<file path="config.mk">
export PLATFORM = sky130hd
export DESIGN_NAME = bcd_counter_n
export DESIGN_NICKNAME = d
export VERILOG_FILES = /design/src/rtl/bcd_pkg.sv /design/src/rtl/bcd_digit.sv /design/src/rtl/bcd_counter_n.sv
export SDC_FILE = /design/constraint.sdc
export NUM_CORES = 1
export LEC_CHECK = 0
export ABC_AREA = 1
export BUFFER_PORTS_ARGS = -buffer_cell sky130_fd_sc_hd__buf_2
export CAP_MARGIN = 25
export CORE_UTILIZATION = 30
export DETAILED_ROUTE_END_ITERATION = 12
export HOLD_SLACK_MARGIN = 0.03
export PLACE_DENSITY = 0.52
export SETUP_SLACK_MARGIN = 0.2
export SLEW_MARGIN = 20
export SYNTH_ARGS = -nofsm -noshare
export SYNTH_HDL_FRONTEND = slang
export SYNTH_SLANG_ARGS = --single-unit
</file>
<file path="constraint.sdc">
create_clock -name clk -period 1.7 [get_ports clk]
set_input_delay 0.425 -clock clk [delete_from_list [all_inputs] [get_ports clk]]
set_output_delay 0.425 -clock clk [all_outputs]
set_load 0.05 [all_outputs]
</file>
<file path="src/rtl/bcd_pkg.sv">
// Shared definitions for the BCD counter family: digit width, digit limits
// and the digit validity check used by load validation.
package bcd_pkg;

  // Width of one decade digit.
  localparam int BCD_W = 4;

  // Largest and smallest legal digit values.
  localparam logic [BCD_W-1:0] BCD_MAX = 4'd9;
  localparam logic [BCD_W-1:0] BCD_MIN = 4'd0;

  // One decade digit.
  typedef logic [BCD_W-1:0] bcd_digit_t;

  // True when a 4-bit value is a legal decimal digit (0..9).
  function automatic logic bcd_valid(input bcd_digit_t digit);
    return (digit <= BCD_MAX);
  endfunction

endpackage : bcd_pkg

</file>
<file path="src/rtl/bcd_digit.sv">
// One decade cell of the BCD counter. It steps up or down when told to,
// wrapping 9->0 (up) or 0->9 (down), and reports whether it currently sits
// at 9 or 0 so the parent can build the carry/borrow chain.
module bcd_digit
  import bcd_pkg::*;
(
  input  logic       clk,
  input  logic       reset,
  input  logic       step,
  input  logic       down,
  input  logic       ld,
  input  logic [3:0] ld_val,
  output logic [3:0] q,
  output logic       at_max,
  output logic       at_min
);

  logic [3:0] r_q;
  logic [3:0] w_next;

  // Next value of this digit if it steps in the current direction.
  always_comb begin
    w_next = r_q;
    if (down) begin
      if (r_q == BCD_MIN) w_next = BCD_MAX;
      else                w_next = r_q - 4'd1;
    end else begin
      // Treat anything at or above 9 as the roll-over point so the cell
      // can never walk into 10..15 even from an unexpected value.
      if (r_q >= BCD_MAX) w_next = BCD_MIN;
      else                w_next = r_q + 4'd1;
    end
  end

  // Digit register: reset beats load, load beats step.
  always_ff @(posedge clk) begin
    if (reset) begin
      r_q <= BCD_MIN;
    end else if (ld) begin
      r_q <= ld_val;
    end else if (step) begin
      r_q <= w_next;
    end
  end

  assign q      = r_q;
  assign at_max = (r_q == BCD_MAX);
  assign at_min = (r_q == BCD_MIN);

endmodule : bcd_digit

</file>
<file path="src/rtl/bcd_counter_n.sv">
// Multi-digit BCD up/down counter with validated parallel load, wrap or
// saturate behaviour at the range ends, and a combinational terminal count
// so instances can be cascaded (tc of one stage drives x of the next).
//
// Handshake: there is no valid/ready pair here. x, load and reset are
// single-cycle strobes sampled on every rising clk edge with priority
// reset > load > x; each accepted strobe takes effect on that edge.
module bcd_counter_n
  import bcd_pkg::*;
#(
  parameter int DIGITS = 4,
  parameter bit WRAP   = 1'b1
) (
  input  logic                  clk,
  input  logic                  reset,
  input  logic                  x,
  input  logic                  down,
  input  logic                  load,
  input  logic [4*DIGITS-1:0]   load_val,
  output logic [4*DIGITS-1:0]   bcd_out,
  output logic                  tc,
  output logic                  wrap_p,
  output logic                  sat,
  output logic                  load_err
);

  logic [DIGITS-1:0] w_at_max;
  logic [DIGITS-1:0] w_at_min;
  logic [DIGITS-1:0] w_step;
  logic [DIGITS-1:0] w_digit_ok;

  logic w_all_max;
  logic w_all_min;
  logic w_at_end;
  logic w_count;
  logic w_blocked;
  logic w_wrap;
  logic w_step_en;
  logic w_load_ok;
  logic w_load_do;

  logic r_wrap_p;
  logic r_sat;
  logic r_load_err;

  // Range-end detection and the decision of whether this edge steps.
  always_comb begin
    w_all_max = &w_at_max;
    w_all_min = &w_at_min;
    w_at_end  = down ? w_all_min : w_all_max;
    // A count request only matters when no load competes with it.
    w_count   = x & ~load;
    // At the range end the counter either rolls over or refuses the step.
    w_blocked = w_count & w_at_end & ~WRAP;
    w_wrap    = w_count & w_at_end & WRAP;
    w_step_en = w_count & ~w_blocked;
  end

  // Load is all-or-nothing: a single bad digit rejects the whole value.
  always_comb begin
    for (int i = 0; i < DIGITS; i++) begin
      w_digit_ok[i] = bcd_valid(load_val[4*i +: 4]);
    end
    w_load_ok = &w_digit_ok;
    w_load_do = load & w_load_ok;
  end

  // Carry/borrow chain: digit i steps when every lower digit is at the
  // roll-over value for the current direction.
  always_comb begin
    w_step[0] = w_step_en;
    for (int i = 1; i < DIGITS; i++) begin
      w_step[i] = w_step[i-1] & (down ? w_at_min[i-1] : w_at_max[i-1]);
    end
  end

  genvar g;
  generate
    for (g = 0; g < DIGITS; g++) begin : g_digit
      bcd_digit u_digit (
        .clk    (clk),
        .reset  (reset),
        .step   (w_step[g]),
        .down   (down),
        .ld     (w_load_do),
        .ld_val (load_val[4*g +: 4]),
        .q      (bcd_out[4*g +: 4]),
        .at_max (w_at_max[g]),
        .at_min (w_at_min[g])
      );
    end
  endgenerate

  // Status flags: wrap and load-error are one-cycle pulses, sat is sticky
  // until a successful load or a step that really moves the count.
  always_ff @(posedge clk) begin
    if (reset) begin
      r_wrap_p   <= 1'b0;
      r_sat      <= 1'b0;
      r_load_err <= 1'b0;
    end else begin
      r_wrap_p   <= w_wrap;
      r_load_err <= load & ~w_load_ok;
      if (w_load_do) begin
        r_sat <= 1'b0;
      end else if (w_blocked) begin
        r_sat <= 1'b1;
      end else if (w_step_en) begin
        r_sat <= 1'b0;
      end
    end
  end

  // Zero-latency terminal count so a following stage steps on this edge.
  assign tc       = w_count & w_at_end;
  assign wrap_p   = r_wrap_p;
  assign sat      = r_sat;
  assign load_err = r_load_err;

endmodule : bcd_counter_n

</file>
==> metrics.md, run 1 <==
| Metric | Value |
|---|---|
| Status | `finished, violations left` |
| Failing checks | `negative setup slack` |
| First DRT Iteration DRCs | `slightly above 70` |
| Placed Instances | `between 400 and 500` |
| Cell taking the most area after synthesis | `dfxtp_1` |
| Num CTS Buffers | `3` |
| Die X | `about 82 um` |
| Post-synthesis sequential area ratio | `18.93%` |
| Total track usage | `between 10% and 20%` |
| Core ar. | `~6000 um^2` |
| Port buffer count | `39` |
| Clk_skew | `2.795 ps` |
| Initial antenna violation count | `0` |
| Crit path DAT | `between 1500 and 2000 ps` |
| Die Height | `81.65 um` |
| H-tree depth | `1` |
| Layout cell share with drive strength beyond 1 | `roughly 45%` |
| CTS max path bufs | `2` |
| Commonest non-fill, non-tap cell in the layout | `nand2_1` |
| Nets | `448` |
| Library cells used by synthesis | `33` |
| Sw power | `0.7156 mW` |
| RSZ-0062 raised after global routing | `true` |
| Crit path max fanout | `2` |
| I/O pin cnt | `a little over 40` |
| Hold-fix buffers at CTS | `0` |
| Final worst path period share | `117.1%` |
| Final min period | `1990 ps` |
| Max-slew violations | `0` |
| Clock latency on the worst-skew pair | `approximately 250 ps` |
| Post-DP HPWL | `between 4000 and 5000 um` |
| CP most frequent cell | `nand2_2` |
| Starting density of the core | `approximately a third` |
| Setup Crit Path Kind | `reg2out` |
| Post-route insts no fill | `slightly below 500` |
| Min-delay worst type | `in2reg` |
| Total number of vias | `2307` |
| Global route total overflow | `0` |
| Post-Syn Area | `about 1900 um^2` |
| Largest net degree at the start of global routing | `20` |
| Ranking of synthesized cells by area | `dfxtp_1, nand2_1, nand3_1, ha_1, nor2_1` |
| Clock power share | `17.9%` |
| Clk pin slew, worst setup/hold paths | `around 70 ps` |
| Syn nets | `348` |
| Cells after synthesis | `about 310` |
| Crit path max-delay cell type | `dfxtp_4` |
| Final Util | `about half` |
| CP Launch Type | `flop` |
| PwrDens | `566.5 nW/um^2` |
| Sw frac | `a little over two fifths` |
| Max Fclk | `around 500 MHz` |
| Layout area overhead | `59.30%` |
| Final count of hold timing violations | `0` |
| Worst setup EP type | `output pin` |
| Endpoints failing setup | `8` |
| TritonCTS clock tree | `done` |
| Vias in the first global route | `2102` |
| Antenna fix cells | `0` |
| Dpl ws | `-291.2 ps` |
| Largest vdd supply drop | `between 0.2 and 0.3 mV` |
| Worst Path Required | `1270 ps` |
| Clk sinks | `18` |
| Yosys warnings | `0` |
| GP Congestion | `approximately 0.89` |
| Int Power | `~1 mW` |
| Crit-path cells | `inv_4 -> ha_4 -> nand2_2 -> nor2_2 -> nand2_2 -> o31ai_4 -> nand2_2 -> clkinvlp_4 -> buf_8` |
| Leak | `around 1.6 nW` |
| Root buf cell | `clkbuf_8` |
| WL/cell | `between 10 and 15 um` |
| DRT Wirelength | `just under 6000 um` |
| Post-route total power | `between 1.5 and 2 mW` |
| Logic pwr share | `54.3%` |
| First-pass GRT wire length | `9466 um` |
| TritonRoute pass-1 iters | `4` |
| Worst setup margin | `-290.2 ps` |
| Sequential power share | `~28%` |
| Die area | `between 6000 and 7000 um^2` |
| Post-DRT Antenna Nets | `0` |
| Syn Area/Cell | `6.119 um^2` |
| Drt via density | `4.767` |
| Area share of the largest cell type after synthesis | `18.93%` |
| Most frequent cells in the layout | `nand2_1, buf_4, nor2_1` |
| Drc violations | `0` |
| MaxCap Viol Count | `0` |
| Critical Path Max Stage Delay | `~360 ps` |
| Yosys reg bits | `18` |
| Number of core rows | `28` |
==> Yosys cell counts <==
master    count
o31ai_1       1
nand4_1       9
xor2_1        4
ha_1         16
conb_1        1
nor2_8        1
nand2_2       3
o21ai_1       7
nor2_2        3
o21ai_2       1
nand2_1      83
clkbuf_2      1
nor3_1        2
inv_1        28
inv_2         6
buf_1         1
nor2b_1       1
buf_4         4
xnor2_1       2
o211ai_1      4
clkinv_1      1
buf_2         1
nand2_4       4
a21oi_2       1
o21ai_0      10
nand3_2       3
a21oi_1       4
nand2_8       1
nand3_1      43
nor2_1       43
nand3b_1      2
buf_6         2
dfxtp_1      18
==> area by class of cell <==
cell class                 count  area, um^2
clock buffer                   3       41.29
multi-input combinational    249        1594
inverter                      35       152.6
fill                         628        2994
sequential                    18       400.4
tap                           75       93.84
timing repair buffer         104       749.5
==> routing by layer <==
layer	wire length [um]	track usage [%]	part of all wire [%]
met1	2735	23.64	46
met2	2790	30.83	47
met3	273	2.444	4.6
met4	88	5.439	1.5
met5	0	0	0
==> cell families (layout without fill, tap and decap cells) <==
logic type / count (synthesis) / count (layout) / synth area share (%)
xor gates and xnor gates: 6 / 6 / 2.761
adders and majority gates: 16 / 16 / 10.52
and+or+nand+nor: 198 / 198 / 48.78
AOI/OAI and AO/OA: 28 / 28 / 8.416
buffers and inverters: 44 / 142 / 10.39
other: 1 / 1 / 0.1970
DFF: 18 / 18 / 18.94
==> power groups by stage <==
stage / clock network (mW) / logic [mW] / registers, mW
floorplan: 0 / 0.379 / 0.593
global placement: 0 / 0.760 / 0.481
detailed placement: 0 / 0.758 / 0.481
CTS: 0.319 / 0.850 / 0.475
global route: 0.339 / 1.02 / 0.481
finish: 0.307 / 0.932 / 0.478
==> registers in the layout, indices dropped and copies added (netlist names) <==
signal	flops
g_digit.u_digit.q	16
load_err	1
wrap_p	1
==> worst paths after layout <==
kind	endpoint	slack (ps)	from	cells past startpoint
setup reg to reg	g_digit[3].u_digit.q[2]	-80	g_digit[1].u_digit.q[0]	14
hold reg to reg	g_digit[0].u_digit.q[0]	560	g_digit[0].u_digit.q[0]	2
setup / recovery	tc	-290	g_digit[1].u_digit.q[0]	9
hold / removal	load_err	480	load	3
==> worst max-delay path, delay by kind of cell (launching register included) <==
kind                     cells  cell delay, ps
flip-flops                   1             360
AND/OR/NAND/NOR              4             330
buffers and inverters        3             270
AO/OA/AOI/OAI                1             210
adder cells (fa/ha/maj)      1             130
==> through the flow <==
step / setup TNS [ps] / hold WS [ps] / area (um^2)
4_1_cts: -331.4 / 471.2 / 2856
6_report: -734.9 / 484.5 / 3032
2_1_floorplan: -110.1 / 586.5 / 1954
3_5_place_dp: -479.4 / 533.8 / 2603
5_1_grt: -1727 / 489.6 / 3032
3_3_place_gp: -501.5 / 522.1 / 2603
==> what timing repair did <==
action	in CTS	in global routing
pin swaps	20	25
setup buffers	6	4
resized for setup	41	36
endpoints found under the setup margin	12	18
(Power assumes the default switching activity.)
==> inputs of run 2 (changes only) <==
ABC_AREA = default   (was 1)
PLACE_DENSITY = 0.49   (was 0.52)
==> run 2 against run 1 <==
  * The flow still finishes with violations (negative setup slack)
  * Synthesized cell count down 25%
  * Combinational power fell by 15%
  * Wire length up 3.9%
  * Critical path type unchanged
==> metrics.md, run 2 <==
| Metric | Value |
|---|---|
| Clk_skew | `0.8087 ps (was 2.795 ps)` |
| Yosys reg bits | `18 (unchanged)` |
| Clk pin slew, worst setup/hold paths | `80 ps (was 70 ps)` |
| Final min period | `2073 ps (was 1990 ps)` |
| Yosys warnings | `0 (unchanged)` |
| Layout area overhead | `62.02% (was 59.30%)` |
| Worst Path Required | `1270 ps (about the same)` |
| Post-route cell area | `2978 um^2 (was 3032 um^2)` |
| Cell taking the most area after synthesis | `dfxtp_1 (unchanged)` |
| Most common cell in the synthesized netlist | `nand2_1 (unchanged)` |
| Die Height | `80.28 um (was 81.65 um)` |
| CTS max path bufs | `2 (unchanged)` |
| Root buf cell | `clkbuf_8 (unchanged)` |
| RSZ-0062 raised after global routing | `true (unchanged)` |
| Final count of hold timing violations | `0 (unchanged)` |
| Layout cell share with drive strength beyond 1 | `51.46% (was 44.99%)` |
| Top_reg_cell synth | `dfxtp_1 (unchanged)` |
| Post-synth EDFFs | `0 (unchanged)` |
| Library cells used by synthesis | `65 (was 33)` |
| H-tree depth | `1 (unchanged)` |
| CP Launch Type | `flop (unchanged)` |
| Final worst path period share | `121.9% (was 117.1%)` |
| Nets | `380 (was 448)` |
| Syn nets | `271 (was 348)` |
| Clock latency on the worst-skew pair | `260 ps (was 250 ps)` |
| Crit path max fanout | `3 (was 2)` |
| I/O pin cnt | `41 (unchanged)` |
| Vias in the first global route | `2009 (was 2102)` |
| MaxCap Viol Count | `0 (unchanged)` |
| Number of core rows | `28 (unchanged)` |
| Clk sinks | `18 (unchanged)` |
| Drc violations | `0 (unchanged)` |
| First DRT Iteration DRCs | `64 (was 72)` |
| R2r worst-path depth | `10 (was 14)` |
| Hold Path Stages | `3 (unchanged)` |
| Leak | `1.310 nW (was 1.558 nW)` |
| Num CTS Buffers | `3 (unchanged)` |
| Antenna fix cells | `0 (unchanged)` |
| First-pass GRT wire length | `9411 um (was 9466 um)` |
| TritonRoute pass-1 iters | `4 (unchanged)` |
| Commonest non-fill, non-tap cell in the layout | `buf_4 (was nand2_1)` |
| Flip-flop count of the largest register after layout | `16 (unchanged)` |
| DRT Wirelength | `6119 um (was 5887 um)` |
| Hold Crit Start | `load_val[4] (was load)` |
| Worst Hold End | `g_digit[1].u_digit.q[0] (was load_err)` |
| Failing checks | `negative setup slack (unchanged)` |
| Drt via density | `5.096 (was 4.767)` |
| Fin Hold WS | `396.5 ps (was 484.5 ps)` |
| Core ar. | `5921 um^2 (was 6026 um^2)` |
| GP Congestion | `0.7849 (was 0.8900)` |
| WL/cell | `14.67 um (was 12.16 um)` |
| Worst setup EP type | `output pin (unchanged)` |
| Async set-reset flop share out of synthesis | `0% (unchanged)` |
| Die X | `80.28 um (was 81.65 um)` |
| Syn Area/Cell | `7.855 um^2 (was 6.119 um^2)` |
| Most frequent cells in the layout | `buf_4, buf_2, nand2_1 (was nand2_1, buf_4, nor2_1)` |
| Worst setup margin | `-372.7 ps (was -290.2 ps)` |
| Post-route total power | `1.596 mW (was 1.717 mW)` |
| Cells after synthesis | `234 (was 311)` |
| Crit path DAT | `1650 ps (was 1570 ps)` |
| Total number of vias | `2125 (was 2307)` |
| R2R Path Start | `g_digit[0].u_digit.q[0] (was g_digit[1].u_digit.q[0])` |
| Max-slew violations | `0 (unchanged)` |
| Port buffer count | `39 (unchanged)` |
| Status | `finished, violations left (unchanged)` |
| Top cells by count, synth | `nand2_1, dfxtp_1, nor2_1 (was nand2_1, nand3_1, nor2_1)` |
| Hold-fix buffers at CTS | `0 (unchanged)` |
| Post-DRT Antenna Nets | `0 (unchanged)` |
| TritonCTS clock tree | `done (unchanged)` |
| Global route total overflow | `0 (unchanged)` |
| Min-delay worst type | `in2reg (unchanged)` |
| Starting density of the core | `31.04% (was 31.58%)` |
| Total track usage | `18.89% (was 18.14%)` |
| DP Area | `2734 um^2 (was 2603 um^2)` |
| Largest net degree at the start of global routing | `18 (was 20)` |
| Flop-to-flop setup slack | `-250 ps (was -80 ps)` |
| R2R Path End | `g_digit[0].u_digit.q[2] (was g_digit[3].u_digit.q[2])` |
| Largest vdd supply drop | `0.2557 mV (was 0.2599 mV)` |
| Endpoints failing setup | `17 (was 8)` |
| PwrDens | `535.9 nW/um^2 (was 566.5 nW/um^2)` |
| Filler cell count | `588 (was 628)` |
| Post-Syn Area | `1838 um^2 (was 1903 um^2)` |
| Die area | `6444 um^2 (was 6666 um^2)` |
| Setup Crit Path Kind | `reg2out (unchanged)` |
| Initial antenna violation count | `0 (unchanged)` |
| Post-DP HPWL | `4595 um (was 4465 um)` |
| Max Fclk | `482.5 MHz (was 502.5 MHz)` |
| Ranking of synthesized cells by area | `dfxtp_1, ha_1, nand2_1, o21ai_0, nor2_1 (was dfxtp_1, nand2_1, nand3_1, ha_1, nor2_1)` |
| Post-synthesis sequential area ratio | `19.61% (was 18.93%)` |
| Area share of the largest cell type after synthesis | `19.61% (was 18.93%)` |
-- run 2: critical path, cell delays in order, from the launching register on --
cell and delay (ps):
dfxtp_4 360, inv_4 60, ha_1 200, nand2_1 80, nor4_2 280, o2111a_2 250
buf_8 150
-- run 2: area by class of cell --
type	instances	area [um^2]	share of cell area, %
well taps	75	93.84	3.151
multi-input cells	185	1513	50.80
clock buffers	4	45.04	1.513
inverters	17	78.83	2.647
repair buffers	118	838.3	28.15
flip-flops and latches	18	409.1	13.74
-- run 2: layer usage --
metal  routed length (um)  GRT usage (%)  up-vias
met1                 2758          23.22     1000
li1                     -              -     1075
met4                   80          4.821        0
met3                  157          2.159        8
met2                 3123          34.53       42
met5                    0              0        -
-- run 2: report_power, final --
| part | internal, mW | total, mW | switching [mW] | leakage, nW |
|---|---|---|---|---|
| clock | 0.167 | 0.337 | 0.169 | 0.0228 |
| combinational | 0.390 | 0.795 | 0.405 | 1.13 |
| sequential | 0.438 | 0.465 | 0.0266 | 0.157 |
| total | 0.995 | 1.60 | 0.601 | 1.31 |
-- run 2: worst max path at each step --
stage	end	cells past startpoint	start	slack, ps
after floorplan	tc	5	g_digit[0].u_digit.q[1]	-140
after global placement	tc	5	down	-270
after detailed placement	g_digit[2].u_digit.q[1]	7	down	-310
after CTS	tc	6	g_digit[0].u_digit.q[1]	-360
after global routing	tc	6	g_digit[0].u_digit.q[1]	-440
final	tc	6	g_digit[0].u_digit.q[1]	-370
-- run 2: timing repair --
| item | CTS | global route |
|---|---|---|
| pin swaps | 13 | 9 |
| buffers inserted | 3 | 6 |
| resized for setup | 12 | 21 |
| setup endpoints to repair | 20 | 23 |
-- run 2: stage by stage --
stage | instances | worst slack (ps) | utilization (%) | setup TNS [ps]
CTS | 411 | -361.8 | 48.06 | -2186
finish | 417 | -372.7 | 50.30 | -2711
floorplan | 234 | -140.5 | - | -538.7
global route | 417 | -444.9 | 50.30 | -4242
global placement | 404 | -271.9 | 46.18 | -2889
detailed placement | 404 | -306.1 | 46.18 | -3401
-- run 2: cell families (layout without fill, tap and decap cells) --
family          after synthesis  count (layout)  synth area share, %
compound gates               78              78                30.16
buf+inv                      31             139                7.284
fa+ha+maj                    16              16                10.89
simple gates                 82              82                26.48
mux                           8               8                5.378
other cells                   1               1               0.2040
flops                        18              18                19.61
==> inputs of run 3 (changes only) <==
CELL_PAD_IN_SITES_DETAIL_PLACEMENT = 0   (was default)
CELL_PAD_IN_SITES_GLOBAL_PLACEMENT = 2   (was default)
PLACE_DENSITY = default   (was 0.49)
PLACE_DENSITY_LB_ADDON = 0.15   (was default)
==> run 3 against run 2 <==
  * The run still ends with negative setup slack left
  * Clock power up 13%
  * Utilization up 1.4 points
  * Power up 4.3%
  * Maximum frequency about the same
==> metrics.md, run 3 (synthesis results as in run 2) <==
| Metric | Value |
|---|---|
| Largest vdd supply drop | `0.5218 mV (was 0.2557 mV)` |
| Port buffer count | `39 (unchanged)` |
| Die X | `80.28 um (unchanged)` |
| Initial antenna violation count | `0 (unchanged)` |
| DRT Wirelength | `5981 um (was 6119 um)` |
| Vias in the first global route | `2029 (was 2009)` |
| Final count of hold timing violations | `0 (unchanged)` |
| Flop-to-flop setup slack | `-100 ps (was -250 ps)` |
| Most frequent cells in the layout | `buf_4, buf_2, nand2_1 (unchanged)` |
| Worst Path Required | `1270 ps (about the same)` |
| PwrDens | `544.2 nW/um^2 (was 535.9 nW/um^2)` |
| GP Congestion | `0.8517 (was 0.7849)` |
| Global route total overflow | `0 (unchanged)` |
| Multi-input logic area | `1608 um^2 (was 1513 um^2)` |
| RSZ-0062 raised after global routing | `true (unchanged)` |
| Hold Crit Start | `load_val[12] (was load_val[4])` |
| Drt via density | `5.075 (was 5.096)` |
| Crit path max fanout | `3 (unchanged)` |
| Worst setup margin | `-371.5 ps (was -372.7 ps)` |
| Flip-flop count of the largest register after layout | `16 (unchanged)` |
| Worst Hold End | `g_digit[3].u_digit.q[0] (was g_digit[1].u_digit.q[0])` |
| Worst setup EP type | `output pin (unchanged)` |
| First-pass GRT wire length | `9673 um (was 9411 um)` |
| Post-DP HPWL | `4594 um (was 4595 um)` |
| Max Fclk | `482.8 MHz (was 482.5 MHz)` |
| Drc violations | `0 (unchanged)` |
| Clk sinks | `18 (unchanged)` |
| Clock latency on the worst-skew pair | `270 ps (was 260 ps)` |
| Total track usage | `19.34% (was 18.89%)` |
| Post-route total power | `1.664 mW (was 1.596 mW)` |
| Min-delay worst type | `in2reg (unchanged)` |
| Leak | `1.310 nW (about the same)` |
| Failing checks | `negative setup slack (unchanged)` |
| Filler cell count | `585 (was 588)` |
| TritonCTS clock tree | `done (unchanged)` |
| Layout cell share with drive strength beyond 1 | `55.46% (was 51.46%)` |
| Final min period | `2071 ps (was 2073 ps)` |
| Crit path DAT | `1650 ps (about the same)` |
| Reg area | `407.9 um^2 (was 409.1 um^2)` |
| Clk_skew | `8.626 ps (was 0.8087 ps)` |
| Layout area overhead | `66.37% (was 62.02%)` |
| Max-slew violations | `0 (unchanged)` |
| CTS max path bufs | `2 (unchanged)` |
| DP Area | `2711 um^2 (was 2734 um^2)` |
| Die Height | `80.28 um (unchanged)` |
| Num CTS Buffers | `3 (unchanged)` |
| Clk pin slew, worst setup/hold paths | `80 ps (about the same)` |
| TritonRoute pass-1 iters | `4 (unchanged)` |
| Nets | `377 (was 380)` |
| MaxCap Viol Count | `0 (unchanged)` |
| Root buf cell | `clkbuf_8 (unchanged)` |
| Status | `finished, violations left (unchanged)` |
| Starting density of the core | `31.04% (unchanged)` |
| Commonest non-fill, non-tap cell in the layout | `buf_4 (unchanged)` |
| Setup Crit Path Kind | `reg2out (unchanged)` |
| Final worst path period share | `121.9% (about the same)` |
| WL/cell | `14.45 um (was 14.67 um)` |
| Largest net degree at the start of global routing | `17 (was 18)` |
| Die area | `6444 um^2 (unchanged)` |
| H-tree depth | `1 (unchanged)` |
| Post-DRT Antenna Nets | `0 (unchanged)` |
| CP Launch Type | `flop (unchanged)` |
| Post-route cell area | `3058 um^2 (was 2978 um^2)` |
| R2r worst-path depth | `8 (was 10)` |
| Core ar. | `5921 um^2 (unchanged)` |
| Endpoints failing setup | `8 (was 17)` |
| I/O pin cnt | `41 (unchanged)` |
| Total number of vias | `2101 (was 2125)` |
| Antenna fix cells | `0 (unchanged)` |
| Number of core rows | `28 (unchanged)` |
| R2R Path Start | `g_digit[0].u_digit.q[0] (unchanged)` |
| Hold Path Stages | `3 (unchanged)` |
| First DRT Iteration DRCs | `55 (was 64)` |
| R2R Path End | `g_digit[3].u_digit.q[2] (was g_digit[0].u_digit.q[2])` |
[run 3: report_power, final]
| part | internal [mW] | switching (mW) |
|---|---|---|
| sequential | 0.438 | 0.0269 |
| combinational | 0.403 | 0.416 |
| clock | 0.207 | 0.173 |
[run 3: area by class of cell]
type                            count  area share [%]
Multi-Input combinational cell    185           52.58
Timing Repair Buffer              115           26.55
Sequential cell                    18           13.34
Tap cell                           75           3.069
Inverter                           17           2.660
Clock buffer                        4           1.800
[run 3: repair_timing]
item,in CTS,in global routing
setup buffers,6,3
hold buffers,0,0
pin swaps,22,11
gates resized for setup,29,22
endpoints found under the setup margin,21,21
[run 3: through the flow]
stage          setup WS [ps]  std cells  setup TNS [ps]  util [%]  hold slack (ps)
2_1_floorplan         -140.5        234          -538.7         -            550.7
3_3_place_gp          -280.0        401           -2182     45.79            603.3
6_report              -371.5        414          -859.7     51.65            402.2
4_1_cts               -368.6        411          -873.6     49.64            399.1
3_5_place_dp          -291.2        401           -2402     45.79            606.4
5_1_grt               -463.8        414           -1809     51.65            419.1
[run 3: how the worst max path moves through the flow]
| stage | startpoint | slack, ps | end | cells past startpoint |
|---|---|---|---|---|
| floorplan | g_digit[0].u_digit.q[1] | -140 | tc | 5 |
| global placement | down | -280 | tc | 5 |
| detailed placement | down | -290 | tc | 5 |
| CTS | g_digit[1].u_digit.q[1] | -370 | tc | 6 |
| global route | g_digit[1].u_digit.q[1] | -460 | tc | 6 |
| finish | g_digit[1].u_digit.q[1] | -370 | tc | 6 |
[run 3: worst max-delay path, cell delays in order, from the launching register on]
cell,delay [ps]
dfxtp_4,370
inv_6,60
ha_4,130
nand3b_1,150
nor4_2,270
o2111a_2,260
buf_8,150
[run 3: layer usage]
metal	wire [um]	track usage [%]	up-vias	part of all wire, %
li1	-	-	1071	-
met1	2750	24.56	979	46
met2	3002	34.87	45	50
met3	185	3.182	6	3.1
met4	42	2.321	0	0.70
met5	0	0	-	0
